File: config.mk
export PLATFORM = sky130hd
export DESIGN_NAME = mdu_seq
export DESIGN_NICKNAME = d
export VERILOG_FILES = /design/src/rtl/mdu_pkg.sv /design/src/rtl/mdu_step.sv /design/src/rtl/mdu_seq.sv
export SDC_FILE = /design/constraint.sdc
export NUM_CORES = 1
export LEC_CHECK = 0
export CAP_MARGIN = 5
export CORE_UTILIZATION = 37
export DETAILED_ROUTE_END_ITERATION = 16
export PLACE_DENSITY = 0.58
export SLEW_MARGIN = 20
export SYNTH_ARGS = -nofsm -noshare
export SYNTH_HDL_FRONTEND = slang
export SYNTH_SLANG_ARGS = --single-unit
File: constraint.sdc
create_clock -name clk -period 4.9 [get_ports clk]
set_clock_uncertainty 0.05 [all_clocks]
set_input_delay 1.47 -clock clk [delete_from_list [all_inputs] [get_ports clk]]
set_output_delay 1.47 -clock clk [all_outputs]
set_load 0.01 [all_outputs]
File: src/rtl/mdu_pkg.sv
// Shared encodings for the sequential multiply/divide unit.
// Divide support is selected by the MDU_DIV_EN macro in mdu_step and mdu_seq.
package mdu_pkg;

    typedef enum logic [1:0] {
        MDU_MULT  = 2'b00,
        MDU_MULTU = 2'b01,
        MDU_DIV   = 2'b10,
        MDU_DIVU  = 2'b11
    } mdu_op_e;

    typedef enum logic [2:0] {
        ST_IDLE = 3'd0,
        ST_PREP = 3'd1,
        ST_RUN  = 3'd2,
        ST_FIX  = 3'd3,
        ST_DONE = 3'd4
    } mdu_state_e;

    localparam int unsigned MDU_ITER      = 32;
    localparam logic [5:0]  MDU_LAST_ITER = 6'(MDU_ITER - 1);

    function automatic logic op_is_div(input mdu_op_e op);
        return op[1];
    endfunction

    function automatic logic op_is_signed(input mdu_op_e op);
        return ~op[0];
    endfunction

    function automatic logic [31:0] cond_neg32(input logic [31:0] v, input logic neg);
        return neg ? (32'd0 - v) : v;
    endfunction

endpackage

File: src/rtl/mdu_step.sv
// One iteration of the multiply (shift-add) or restoring divide datapath.
// The divide half only exists when MDU_DIV_EN is defined.
module mdu_step
    import mdu_pkg::*;
(
    input  logic        div_mode,
    input  logic [63:0] acc,
    input  logic [31:0] operand,
    output logic [63:0] acc_next
);

    logic [32:0] mul_sum;
    logic [63:0] mul_next;

    always_comb begin
        mul_sum  = {1'b0, acc[63:32]} + (acc[0] ? {1'b0, operand} : 33'd0);
        mul_next = {mul_sum, acc[31:1]};
    end

`ifdef MDU_DIV_EN
    logic [32:0] rem_shift;
    logic [33:0] trial;
    logic        borrow;
    logic [63:0] div_next;

    // Partial remainder stays below the divisor, so the restored value fits 32 bits.
    always_comb begin
        rem_shift = acc[63:31];
        trial     = {1'b0, rem_shift} - {2'b00, operand};
        borrow    = trial[33];
        div_next  = {(borrow ? rem_shift[31:0] : trial[31:0]), acc[30:0], ~borrow};
        acc_next  = div_mode ? div_next : mul_next;
    end
`else
    always_comb begin
        acc_next = div_mode ? 64'd0 : mul_next;
    end
`endif

endmodule

File: src/rtl/mdu_seq.sv
// Sequential 32-iteration multiply/divide unit with cancel and async active-low reset.
// Define MDU_DIV_EN to include DIV/DIVU; otherwise divide ops finish at once with err=1.
module mdu_seq
    import mdu_pkg::*;
(
    input  logic        clk,
    input  logic        clrn,
    input  logic        start,
    input  logic [1:0]  op,
    input  logic [31:0] a,
    input  logic [31:0] b,
    input  logic        cancel,
    output logic        busy,
    output logic        done,
    output logic [31:0] hi,
    output logic [31:0] lo,
    output logic        err
);

    mdu_state_e  state_reg, state_next;
    mdu_op_e     op_reg;
    logic        prep_phase_reg;
    logic [5:0]  count_reg;
    logic [31:0] a_reg, b_reg;
    logic [31:0] opa_reg, opb_reg;
    logic        neg_res_reg, neg_rem_reg;
    logic [63:0] acc_reg;
    logic [31:0] hi_reg, lo_reg;
    logic        err_reg;

    logic        accept;
    logic        load_abs, load_acc, step_en;
    logic        commit_fix, commit_div0, commit_nodiv;
    logic        sign_a, sign_b;
    logic [63:0] step_next;
    logic [63:0] prod_fixed;
    logic [31:0] quo_fixed, rem_fixed;

    assign accept = ((state_reg == ST_IDLE) || (state_reg == ST_DONE)) && start && !cancel;
    assign sign_a = op_is_signed(op_reg) & a_reg[31];
    assign sign_b = op_is_signed(op_reg) & b_reg[31];

    mdu_step u_step (
        .div_mode (op_is_div(op_reg)),
        .acc      (acc_reg),
        .operand  (op_is_div(op_reg) ? opb_reg : opa_reg),
        .acc_next (step_next)
    );

    always_ff @(posedge clk or negedge clrn) begin
        if (!clrn) begin
            state_reg <= ST_IDLE;
        end else begin
            state_reg <= state_next;
        end
    end

    // PREP spans two cycles: magnitudes first, then divide-by-zero check and accumulator load.
    always_comb begin
        state_next   = state_reg;
        busy         = 1'b0;
        done         = 1'b0;
        load_abs     = 1'b0;
        load_acc     = 1'b0;
        step_en      = 1'b0;
        commit_fix   = 1'b0;
        commit_div0  = 1'b0;
        commit_nodiv = 1'b0;
        case (state_reg)
            ST_IDLE: begin
                if (accept) state_next = ST_PREP;
            end
            ST_PREP: begin
                busy = 1'b1;
                if (!prep_phase_reg) begin
`ifdef MDU_DIV_EN
                    load_abs = 1'b1;
`else
                    if (op_is_div(op_reg)) begin
                        commit_nodiv = 1'b1;
                        state_next   = ST_DONE;
                    end else begin
                        load_abs = 1'b1;
                    end
`endif
                end else begin
`ifdef MDU_DIV_EN
                    if (op_is_div(op_reg) && (opb_reg == 32'd0)) begin
                        commit_div0 = 1'b1;
                        state_next  = ST_DONE;
                    end else begin
                        load_acc   = 1'b1;
                        state_next = ST_RUN;
                    end
`else
                    load_acc   = 1'b1;
                    state_next = ST_RUN;
`endif
                end
            end
            ST_RUN: begin
                busy    = 1'b1;
                step_en = 1'b1;
                if (count_reg == MDU_LAST_ITER) state_next = ST_FIX;
            end
            ST_FIX: begin
                busy       = 1'b1;
                commit_fix = 1'b1;
                state_next = ST_DONE;
            end
            ST_DONE: begin
                done       = 1'b1;
                state_next = accept ? ST_PREP : ST_IDLE;
            end
            default: state_next = ST_IDLE;
        endcase
        if (cancel) begin
            state_next   = ST_IDLE;
            load_abs     = 1'b0;
            load_acc     = 1'b0;
            step_en      = 1'b0;
            commit_fix   = 1'b0;
            commit_div0  = 1'b0;
            commit_nodiv = 1'b0;
        end
    end

    always_comb begin
        prod_fixed = neg_res_reg ? (64'd0 - acc_reg) : acc_reg;
        quo_fixed  = cond_neg32(acc_reg[31:0], neg_res_reg);
        rem_fixed  = cond_neg32(acc_reg[63:32], neg_rem_reg);
    end

    always_ff @(posedge clk or negedge clrn) begin
        if (!clrn) begin
            op_reg         <= MDU_MULT;
            prep_phase_reg <= 1'b0;
            count_reg      <= 6'd0;
            a_reg          <= 32'd0;
            b_reg          <= 32'd0;
            opa_reg        <= 32'd0;
            opb_reg        <= 32'd0;
            neg_res_reg    <= 1'b0;
            neg_rem_reg    <= 1'b0;
            acc_reg        <= 64'd0;
            hi_reg         <= 32'd0;
            lo_reg         <= 32'd0;
            err_reg        <= 1'b0;
        end else begin
            prep_phase_reg <= load_abs;
            if (accept) begin
                op_reg <= mdu_op_e'(op);
                a_reg  <= a;
                b_reg  <= b;
            end
            if (load_abs) begin
                opa_reg     <= cond_neg32(a_reg, sign_a);
                opb_reg     <= cond_neg32(b_reg, sign_b);
                neg_res_reg <= sign_a ^ sign_b;
                neg_rem_reg <= sign_a;
            end
            if (load_acc) begin
                acc_reg   <= {32'd0, (op_is_div(op_reg) ? opa_reg : opb_reg)};
                count_reg <= 6'd0;
            end
            if (step_en) begin
                acc_reg   <= step_next;
                count_reg <= count_reg + 6'd1;
            end
            if (commit_fix) begin
                if (op_is_div(op_reg)) begin
                    hi_reg <= rem_fixed;
                    lo_reg <= quo_fixed;
                end else begin
                    hi_reg <= prod_fixed[63:32];
                    lo_reg <= prod_fixed[31:0];
                end
                err_reg <= 1'b0;
            end
            if (commit_div0) begin
                hi_reg  <= a_reg;
                lo_reg  <= 32'hFFFF_FFFF;
                err_reg <= 1'b1;
            end
            if (commit_nodiv) begin
                hi_reg  <= 32'd0;
                lo_reg  <= 32'd0;
                err_reg <= 1'b1;
            end
        end
    end

    assign hi  = hi_reg;
    assign lo  = lo_reg;
    assign err = err_reg;

endmodule

==> results of run 1 <==
cell type report:
| class | count | area [um^2] | area share, % |
|---|---|---|---|
| Clock buffer | 45 | 898 | 4.93 |
| Clock inverter | 12 | 138 | 0.756 |
| Inverter | 24 | 90.1 | 0.495 |
| Multi-Input combinational cell | 1270 | 8070 | 44.3 |
| Sequential cell | 271 | 6790 | 37.2 |
| Tap cell | 532 | 666 | 3.65 |
| Timing Repair Buffer | 156 | 1570 | 8.64 |
through the flow:
| stage | cell area (um^2) | setup slack [ns] |
|---|---|---|
| final | 18200 | 0.954 |
| after global routing | 18200 | 0.700 |
| after CTS | 18200 | 0.983 |
| after detailed placement | 17200 | 0.791 |
| after global placement | 17200 | 0.822 |
| after floorplan | 15300 | 0.662 |
power by group through the flow:
stage / Clock, mW / Combinational, mW / Sequential (mW)
after floorplan: 0 / 2.96 / 3.55
after global placement: 0 / 3.92 / 3.97
after detailed placement: 0 / 3.98 / 4.00
after CTS: 2.38 / 4.00 / 3.96
after global routing: 2.48 / 4.45 / 4.08
final: 2.33 / 3.98 / 3.98
synth_stat cells (3+ instances only):
| library cell | instances | area share, % |
|---|---|---|
| dfrtp_1 | 271 | 44 |
| nand2_1 | 255 | 6.3 |
| o21ai_0 | 212 | 6.9 |
| nor2_1 | 97 | 2.4 |
| clkbuf_1 | 89 | 2.2 |
| a21oi_1 | 82 | 2.7 |
| xor2_1 | 79 | 4.5 |
| xnor2_1 | 69 | 4.0 |
| mux2_2 | 57 | 4.2 |
| ha_1 | 37 | 3.0 |
| a22oi_1 | 32 | 1.6 |
| a31oi_1 | 32 | 1.3 |
| mux2i_1 | 32 | 2.1 |
| nor3_1 | 29 | 0.95 |
| a22o_1 | 27 | 1.5 |
| inv_1 | 24 | 0.59 |
| a21o_1 | 19 | 0.93 |
| or3_1 | 18 | 0.74 |
| o31ai_1 | 17 | 0.84 |
| nor4_1 | 16 | 0.66 |
| or4_1 | 14 | 0.69 |
| nand3_1 | 13 | 0.43 |
| nand4_1 | 13 | 0.53 |
| nand2b_1 | 12 | 0.49 |
| nor2b_1 | 12 | 0.49 |
| and3_1 | 9 | 0.37 |
| buf_1 | 8 | 0.20 |
| o21ai_1 | 8 | 0.26 |
| o41ai_1 | 7 | 0.40 |
| o22ai_1 | 6 | 0.25 |
| o211ai_1 | 5 | 0.25 |
| a32o_1 | 4 | 0.26 |
| and2_1 | 4 | 0.16 |
| o21bai_1 | 4 | 0.20 |
| a211oi_1 | 3 | 0.15 |
| nand3b_1 | 3 | 0.15 |
| nor3b_1 | 3 | 0.15 |
kinds of logic after synthesis:
family / count (synthesis)
xor gates and xnor gates: 148
DFF: 271
muxes: 89
and+or+nand+nor: 514
buffers and inverters: 121
adders and majority gates: 38
AOI/OAI and AO/OA: 481
worst min-delay path by stage:
| stage | slack (ns) | end | cells after the start |
|---|---|---|---|
| finish | 0.42 | lo[0]$_DFFE_PN0P_ | 2 |
| global route | 0.45 | lo[0]$_DFFE_PN0P_ | 2 |
| CTS | 0.43 | hi[14]$_DFFE_PN0P_ | 2 |
| detailed placement | 0.42 | lo[5]$_DFFE_PN0P_ | 2 |
| global placement | 0.41 | lo[3]$_DFFE_PN0P_ | 2 |
| floorplan | 0.42 | opb_reg[1]$_DFFE_PN0P_ | 2 |
worst max-delay path, delay by kind of cell, from the launching register on:
| kind | cells | cell delay [ns] |
|---|---|---|
| AO/OA/AOI/OAI | 8 | 1.84 |
| flip-flops | 1 | 0.83 |
| multiplexers | 1 | 0.40 |
| adder cells (fa/ha/maj) | 1 | 0.30 |
| buffers and inverters | 2 | 0.25 |
| AND/OR/NAND/NOR | 1 | 0.13 |
layer usage:
metal / vias up / GRT usage, % / wire length, um
li1: 6129 / - / -
met1: 6098 / 31.5 / 21300
met2: 325 / 32.4 / 19400
met3: 42 / 2.37 / 2300
met4: 0 / 3.89 / 593
met5: - / 0 / 0
==> results_dict.tcl, run 1 <==
set metrics [dict create \
    status "completed" \
    reg2reg_to "acc_reg[58]$_DFFE_PN0P_" \
    rr_worst_depth 13 \
    fill_cells 3935 \
    min_period_ns 3.95 \
    n_antenna_cell 0 \
    setup_tns_ns 0 \
    crit_type "register to register" \
    netlist_instances 1662 \
    yosysSeqAreaShare_pct 44.4 \
    fin_nets 1862 \
    grt_pass1_wl_um 69100 \
    cts.sinks 271 \
    post_synth.cell_area_avg_um2 9.19 \
    max_freq_mhz 253 \
    synth.area.mux_share_pct 6.30 \
    endpoint_kind "register" \
    largest_reg_flops 64 \
    cts_resized 0 \
    critPathArrivalTime_ns 4.36 \
    clk_pin_slew_ns 0.06 \
    ys.flop_type "dfrtp_1" \
    async_reset_ff_share_pct 100 \
    synthAdderAreaFrac_pct 3.16 \
    switching_share_pct 40.8 \
    mostFrequentLayoutCells "dfrtp_1 (270), nand2_1 (255), o21ai_0 (211)" \
    drtAntennaViolNets 0 \
    cpMaxStageDelayCell "dfrtp_4" \
    coreArea_um2 40700 \
    power.total_mw 10.3 \
    tightest_slew_ns 1.05 \
    cts_setup_buffers 0 \
    dr_total_vias 12600 \
    synthSimpleGateAreaFrac_pct 15.6 \
    initial_core_util_pct 37.5 \
    startpoint "op_reg[1]$_DFFE_PN0P_" \
    grt_max_degree 108 \
    cts_hold_buf 0 \
    drive_above_1_share_pct 8.27 \
    h-tree-depth 1 \
    p_leak_nw 7.89 \
    cts_tree "done" \
    worstSetupStartpointType "register" \
    io_pins 137 \
    drv_cap 0 \
    routabilityCongestion 0.890 \
    syn_nets 1770 \
    dr.pass1.iters 5 \
    grtUsageTotal_pct 21.0 \
    fin_hold_ws_ns 0.423 \
    hold_path.class "register to register" \
    worstPathCellList "mux2_2 > nand2_1 > inv_1 > ha_1 > a211oi_1 > o211ai_1 > o2111a_1 > a311o_1 > o21ai_0 > buf_4 > o21ai_0 > a21o_1 > a32o_1" \
    synth_edf_count 0 \
    switchingPower_mw 4.19 \
    endpoint "acc_reg[58]$_DFFE_PN0P_" \
    crit_fanout 53 \
    grt_pass1_vias 11900 \
    fp-row-count 74 \
    routed_via_density 5.45 \
    finalSetupViolations 0 \
    numCtsBuffers 31 \
    powerDensity_nw_per_um2 565 \
    layout_commonest_cell "dfrtp_1" \
    finalWirelength_um 43600 \
    synth_cell_types 67 \
    drc_errors 0 \
    combinationalPowerShare_pct 38.7 \
    hold_viol_final 0 \
    intPower_mw 6.09 \
    cp_common_cell "o21ai_0" \
    regToRegStartpoint "op_reg[1]$_DFFE_PN0P_" \
    syn-cell-area_um2 15300 \
    clock_tree.buffer_depth 3 \
    ir_drop_mv 0.311 \
    hpwl_um 32700 \
    rsz0062_at_grt "no" \
    antenna_found_initial 0 \
    relSlewSlack_pct 30.1 \
    drt_iter0_markers 931 \
    drt-wirelength-per-cell_um 18.9 \
    utilization_pct 44.7 \
    yosysWarnings 0 \
    die_area_um2 42100 \
    critical-path-max-stage-delay_ns 0.83 \
    synth_compound_area_share_pct 19.0 \
    die-width_um 205 \
    overflow 0 \
    numPortBuffers 136 \
    final_max_slew_viol_count 0 \
    reg2reg_slack_ns 0.95 \
    synth_top_family_by_area "compound AO/OA/AOI/OAI gates" \
    power_frac_seq_pct 38.7 \
    min_period_over_period_pct 80.5 \
    cts-root-buf "clkbuf_16" \
    clkPwrFrac_pct 22.7 \
    ys_seq_elements 271 \
    worst_ep_required_time_ns 5.31 \
    min_from "lo[0]$_DFFE_PN0P_" \
    clk_latency_ns 0.59 \
    syn2layout_area_growth_pct 19.3 \
    die_h_um 205 \
    finalNonFillerCells 2310 \
    synth-xor-area-share_pct 8.49 \
    dpl.cell_count 2252 \
]
Note: power is estimated with default switching activity, not from simulation.
==> inputs of run 2 (changes only) <==
Settings changed: PLACE_DENSITY 0.58 to 0.6.
Clock period 4.9 ns to 3.3 ns, I/O delays scaled along.
==> run 2 against run 1 <==
  * Utilization grew 2.0 points
  * Sequential share of layout area down 1.6 points
  * Combinational power up 62%
  * Die area did not move
  * Clock power grew 61%
  * Sequential power is 45% higher
  * Critical path type unchanged
  * Fmax rose by 25%
==> results_dict.tcl, run 2 (synthesized netlist as in run 1, its figures left out) <==
set metrics [dict create \
    status "completed" \
    routed_via_density 5.43 \
    max_freq_mhz 316 \
    antenna_found_initial 0 \
    syn2layout_area_growth_pct 24.6 \
    numCtsBuffers 31 \
    die_h_um 205 \
    fill_cells 3912 \
    die_area_um2 42100 \
    dr_total_vias 13000 \
    clk_latency_ns 0.59 \
    relSlewSlack_pct 48.4 \
    drtAntennaViolNets 0 \
    largest_reg_flops 64 \
    grt_pass1_wl_um 71800 \
    final_max_slew_viol_count 0 \
    clock_tree.buffer_depth 3 \
    cpMaxStageDelayCell "dfrtp_4" \
    min_period_over_period_pct 95.9 \
    ir_drop_mv 0.478 \
    regArea_um2 6790 \
    worstSetupStartpointType "register" \
    min_period_ns 3.17 \
    tightest_slew_ns 0.772 \
    cts_hold_buf 0 \
    dr.pass1.iters 5 \
    h-tree-depth 1 \
    crit_fanout 14 \
    hold_viol_final 0 \
    hold_path.class "input port to async pin" \
    hpwl_um 35000 \
    grt_pass1_vias 12500 \
    fp-row-count 74 \
    fin_nets 1936 \
    cts.sinks 271 \
    coreArea_um2 40700 \
    grt_max_degree 85 \
    cts-root-buf "clkbuf_16" \
    worstPathCellList "buf_12 > mux2i_1 > nor2_1 > ha_1 > and3_4 > a2111o_1 > a22oi_2 > o21ai_2 > a221oi_2 > xnor2_1 > a22o_1" \
    layout_commonest_cell "dfrtp_1" \
    numPortBuffers 136 \
    rsz0062_at_grt "yes" \
    cts_tree "done" \
    drt-wirelength-per-cell_um 19.1 \
    die-width_um 205 \
    finalNonFillerCells 2385 \
    critPathArrivalTime_ns 3.59 \
    n_antenna_cell 0 \
    dpl.cell_count 2322 \
    finalSetupViolations 0 \
    p_leak_nw 8.35 \
    overflow 0 \
    worst_ep_required_time_ns 3.72 \
    drc_errors 0 \
    routabilityCongestion 0.933 \
    crit_type "register to register" \
    io_pins 137 \
    powerDensity_nw_per_um2 840 \
    drt_iter0_markers 865 \
    multi_input_area_um2 8150 \
    critical-path-max-stage-delay_ns 0.53 \
    mostFrequentLayoutCells "dfrtp_1 (270), nand2_1 (255), o21ai_0 (208)" \
    clk_pin_slew_ns 0.07 \
    finalWirelength_um 45600 \
    endpoint_kind "register" \
    initial_core_util_pct 37.5 \
    power.total_mw 16.0 \
    grtUsageTotal_pct 21.9 \
    drv_cap 0 \
    drive_above_1_share_pct 13.1 \
]
==> run 2: cell types whose count changed in the layout (fill, tap and decap cells not counted), moves of 2 or more <==
cell / change
o21ai_2: +4
a21oi_1: -4
o21ai_1: -2
buf_6: +2
bufinv_16: +3
clkbuf_1: -3
a21oi_2: +4
buf_4: +67
o21ai_0: -3
buf_12: +5
==> run 2: area by class of cell <==
type	count	share of cell area (%)
Clock buffer	43	4.74
Clock inverter	15	1.22
Inverter	24	0.474
Multi-Input combinational cell	1270	42.8
Sequential cell	271	35.7
Tap cell	532	3.50
Timing Repair Buffer	230	11.6
==> run 2: path summary, 6_finish.rpt <==
kind,from,to,slack (ns),cells after the start
max,op_reg[1]$_DFFE_PN0P_,acc_reg[61]$_DFFE_PN0P_,0.13,11
max reg2reg,op_reg[1]$_DFFE_PN0P_,acc_reg[61]$_DFFE_PN0P_,0.13,11
min,clrn,acc_reg[6]$_DFFE_PN0P_,0.26,1
min reg2reg,lo[1]$_DFFE_PN0P_,lo[1]$_DFFE_PN0P_,0.42,2
min in group clk,lo[1]$_DFFE_PN0P_,lo[1]$_DFFE_PN0P_,0.42,2
max in group asynchronous,clrn,a_reg[4]$_DFFE_PN0P_,2.19,2
==> run 2: where the power goes <==
| part | total, mW | switching, mW | internal, mW |
|---|---|---|---|
| combinational | 6.43 | 3.50 | 2.92 |
| sequential | 5.79 | 1.40 | 4.39 |
| clock | 3.76 | 1.45 | 2.31 |
| total | 16.0 | 6.35 | 9.62 |
==> run 2: through the flow <==
stage / cell area [um^2] / setup WS [ns] / hold slack, ns / util, % / setup TNS (ns)
5_1_grt: 19000 / -0.0587 / 0.252 / 46.7 / -0.0892
2_1_floorplan: 15300 / 0.00611 / 0.416 / - / 0
3_5_place_dp: 17800 / 0.00382 / 0.420 / 43.6 / 0
6_report: 19000 / 0.134 / 0.255 / 46.7 / 0
4_1_cts: 18900 / 0.0445 / 0.239 / 46.4 / 0
3_3_place_gp: 17800 / 0.0694 / 0.411 / 43.6 / 0
==> run 2: worst max-delay path, delay by kind of cell, from the launching register on <==
family | cells | cell delay, ns
and+or+nand+nor | 2 | 0.27
muxes | 1 | 0.15
xor gates and xnor gates | 1 | 0.10
adders and majority gates | 1 | 0.33
buffers and inverters | 1 | 0.18
DFF | 1 | 0.53
AOI/OAI and AO/OA | 5 | 1.43
==> run 2: what timing repair did <==
item                       CTS  global route
cloned                       0             1
gates resized for setup      1            14
pin swaps                    0             3
setup endpoints to repair    1            14
setup buffers                0             4
==> run 2: per-layer routing <==
layer,GRT usage [%],part of all wire (%),vias up
li1,-,-,6275
met1,32.3,49,6307
met2,33.9,45,322
met3,2.88,5.0,49
met4,5.03,1.6,0
met5,0,0,-
==> inputs of run 3 (changes only) <==
Settings changed: CTS_BUF_LIST set to sky130_fd_sc_hd__clkbuf_4.
==> run 3 against run 2 <==
  * Setup slack worse by 0.077 ns
  * Sequential cell count is the same
  * Sequential power about the same
  * Via count rose by 2.8%
  * Global-route usage rose by 0.34 points
  * Utilization fell by 0.27 points
  * Sequential share of layout area is 0.21 points higher
  * Clock power shrank 22%
  * Worst hold slack worse by 0.17 ns
  * Clock-buffer cell count up 64
==> results_dict.tcl, run 3 (synthesized netlist as in run 1, its figures left out) <==
set metrics [dict create \
    grt_max_degree 85 \
    fp-row-count 74 \
    setup_tns_ns 0 \
    numCtsBuffers 77 \
    hold_path.class "input port to async pin" \
    finalNonFillerCells 2469 \
    clk_pin_slew_ns 0.07 \
    drv_cap 0 \
    antenna_found_initial 2 \
    crit_type "register to register" \
    layout_commonest_cell "dfrtp_1" \
    relSlewSlack_pct 20.1 \
    finalSetupViolations 0 \
    ir_drop_mv 0.417 \
    rsz0062_at_grt "yes" \
    endpoint_kind "register" \
    grt_pass1_vias 12800 \
    grt_pass1_wl_um 72200 \
    cts_tree "done" \
    layout_setup_ws_ns 0.0577 \
    initial_core_util_pct 37.5 \
    utilization_pct 46.4 \
    routed_via_density 5.39 \
    finalWirelength_um 46100 \
    cts.sinks 271 \
    hpwl_um 35000 \
    critPathArrivalTime_ns 3.77 \
    io_pins 137 \
    cts_hold_buf 0 \
    drc_errors 0 \
    rr_worst_depth 12 \
    syn2layout_area_growth_pct 23.9 \
    regToRegStartpoint "op_reg[1]$_DFFE_PN0P_" \
    die-width_um 205 \
    regArea_um2 6790 \
    grtUsageTotal_pct 22.3 \
    clk_latency_ns 0.76 \
    h-tree-depth 3 \
    drive_above_1_share_pct 16.4 \
    routabilityCongestion 0.933 \
    coreArea_um2 40700 \
    status "completed" \
    reg2reg_slack_ns 0.06 \
    fin_nets 1990 \
    place_area_um2 17800 \
    reg2reg_to "acc_reg[58]$_DFFE_PN0P_" \
    drt-wirelength-per-cell_um 18.7 \
    cts-root-buf "clkbuf_4" \
    drtAntennaViolNets 0 \
    drt_iter0_markers 846 \
    overflow 0 \
    min_period_ns 3.24 \
    worst_ep_required_time_ns 3.83 \
    fill_cells 3962 \
    max_freq_mhz 308 \
    hold_viol_final 0 \
    crit_fanout 14 \
    die_area_um2 42100 \
    final_cell_area_um2 18900 \
    min_period_over_period_pct 98.3 \
    clock_tree.buffer_depth 3 \
    dr.pass1.iters 5 \
    worstSetupStartpointType "register" \
    numPortBuffers 136 \
    mostFrequentLayoutCells "dfrtp_1 (270), nand2_1 (255), o21ai_0 (208)" \
    tightest_slew_ns 1.19 \
    multi_input_area_um2 8180 \
    largest_reg_flops 64 \
    powerDensity_nw_per_um2 806 \
    dr_total_vias 13300 \
    place_ws_ns 0.00382 \
    dpl.cell_count 2322 \
    p_leak_nw 8.38 \
    final_max_slew_viol_count 0 \
    die_h_um 205 \
]
## run 3: cell types whose count changed in the layout (fill, tap and decap cells not counted), sizes merged
cell    previous run  this run
buf               94       101
bufinv             5         0
clkbuf            44       109
clkinv             7        21
diode              0         3
## run 3: how the worst max path moves through the flow
| stage | startpoint | end | slack (ns) | depth (start not counted) |
|---|---|---|---|---|
| finish | op_reg[1]$_DFFE_PN0P_ | acc_reg[58]$_DFFE_PN0P_ | 0.06 | 12 |
| global route | op_reg[1]$_DFFE_PN0P_ | acc_reg[58]$_DFFE_PN0P_ | -0.02 | 13 |
| CTS | op_reg[1]$_DFFE_PN0P_ | acc_reg[58]$_DFFE_PN0P_ | 0.02 | 12 |
| detailed placement | op_reg[1]$_DFFE_PN0P_ | acc_reg[58]$_DFFE_PN0P_ | 0.004 | 12 |
| global placement | op_reg[1]$_DFFE_PN0P_ | acc_reg[58]$_DFFE_PN0P_ | 0.07 | 12 |
| floorplan | op_reg[1]$_DFFE_PN0P_ | acc_reg[58]$_DFFE_PN0P_ | 0.006 | 15 |
## run 3: through the flow
step / power, mW / hold slack, ns
finish: 15.2 / 0.0877
global route: 16.4 / 0.0434
CTS: 15.2 / 0.0305
detailed placement: 12.2 / 0.420
global placement: 12.1 / 0.411
floorplan: 9.73 / 0.416
## run 3: power by group
group          switching [mW]  internal, mW  total, mW  leakage, nW
logic                    3.52          2.98       6.50         4.32
clock network            1.45          1.49       2.95        0.544
registers                1.41          4.39       5.79         3.52
## run 3: critical path, cell delays in order (launching register included)
cell and delay, ns:
dfrtp_4 0.54, buf_4 0.17, clkbuf_16 0.16, mux2i_1 0.16, nor2_1 0.22, ha_2 0.36
a21o_1 0.22, o21bai_1 0.19, nand2b_1 0.20, o21ai_4 0.28, o21ai_2 0.13, a21o_1 0.17
a32o_1 0.23
## run 3: metal layers
| metal | global-route usage, % | up-vias | share of wire, % |
|---|---|---|---|
| li1 | - | 6432 | - |
| met3 | 4.31 | 62 | 6.0 |
| met4 | 6.40 | 0 | 1.7 |
| met1 | 32.0 | 6423 | 48 |
| met5 | 0 | - | 0 |
| met2 | 33.8 | 400 | 45 |
## run 3: area by class of cell
type,count,share of cell area (%)
multi-input cells,1270,43.2
flip-flops and latches,271,35.9
repair buffers,238,12.0
clock buffers,107,4.25
well taps,532,3.52
clock inverters,24,0.562
inverters,24,0.476
diodes,3,0.0397
## run 3: timing repair
action,4_1_cts,5_1_grt
resized for setup,1,23
pin swaps,0,13
setup endpoints to repair,1,14
endpoints found under the hold margin,0,0
gates cloned,0,2
setup buffers,0,11
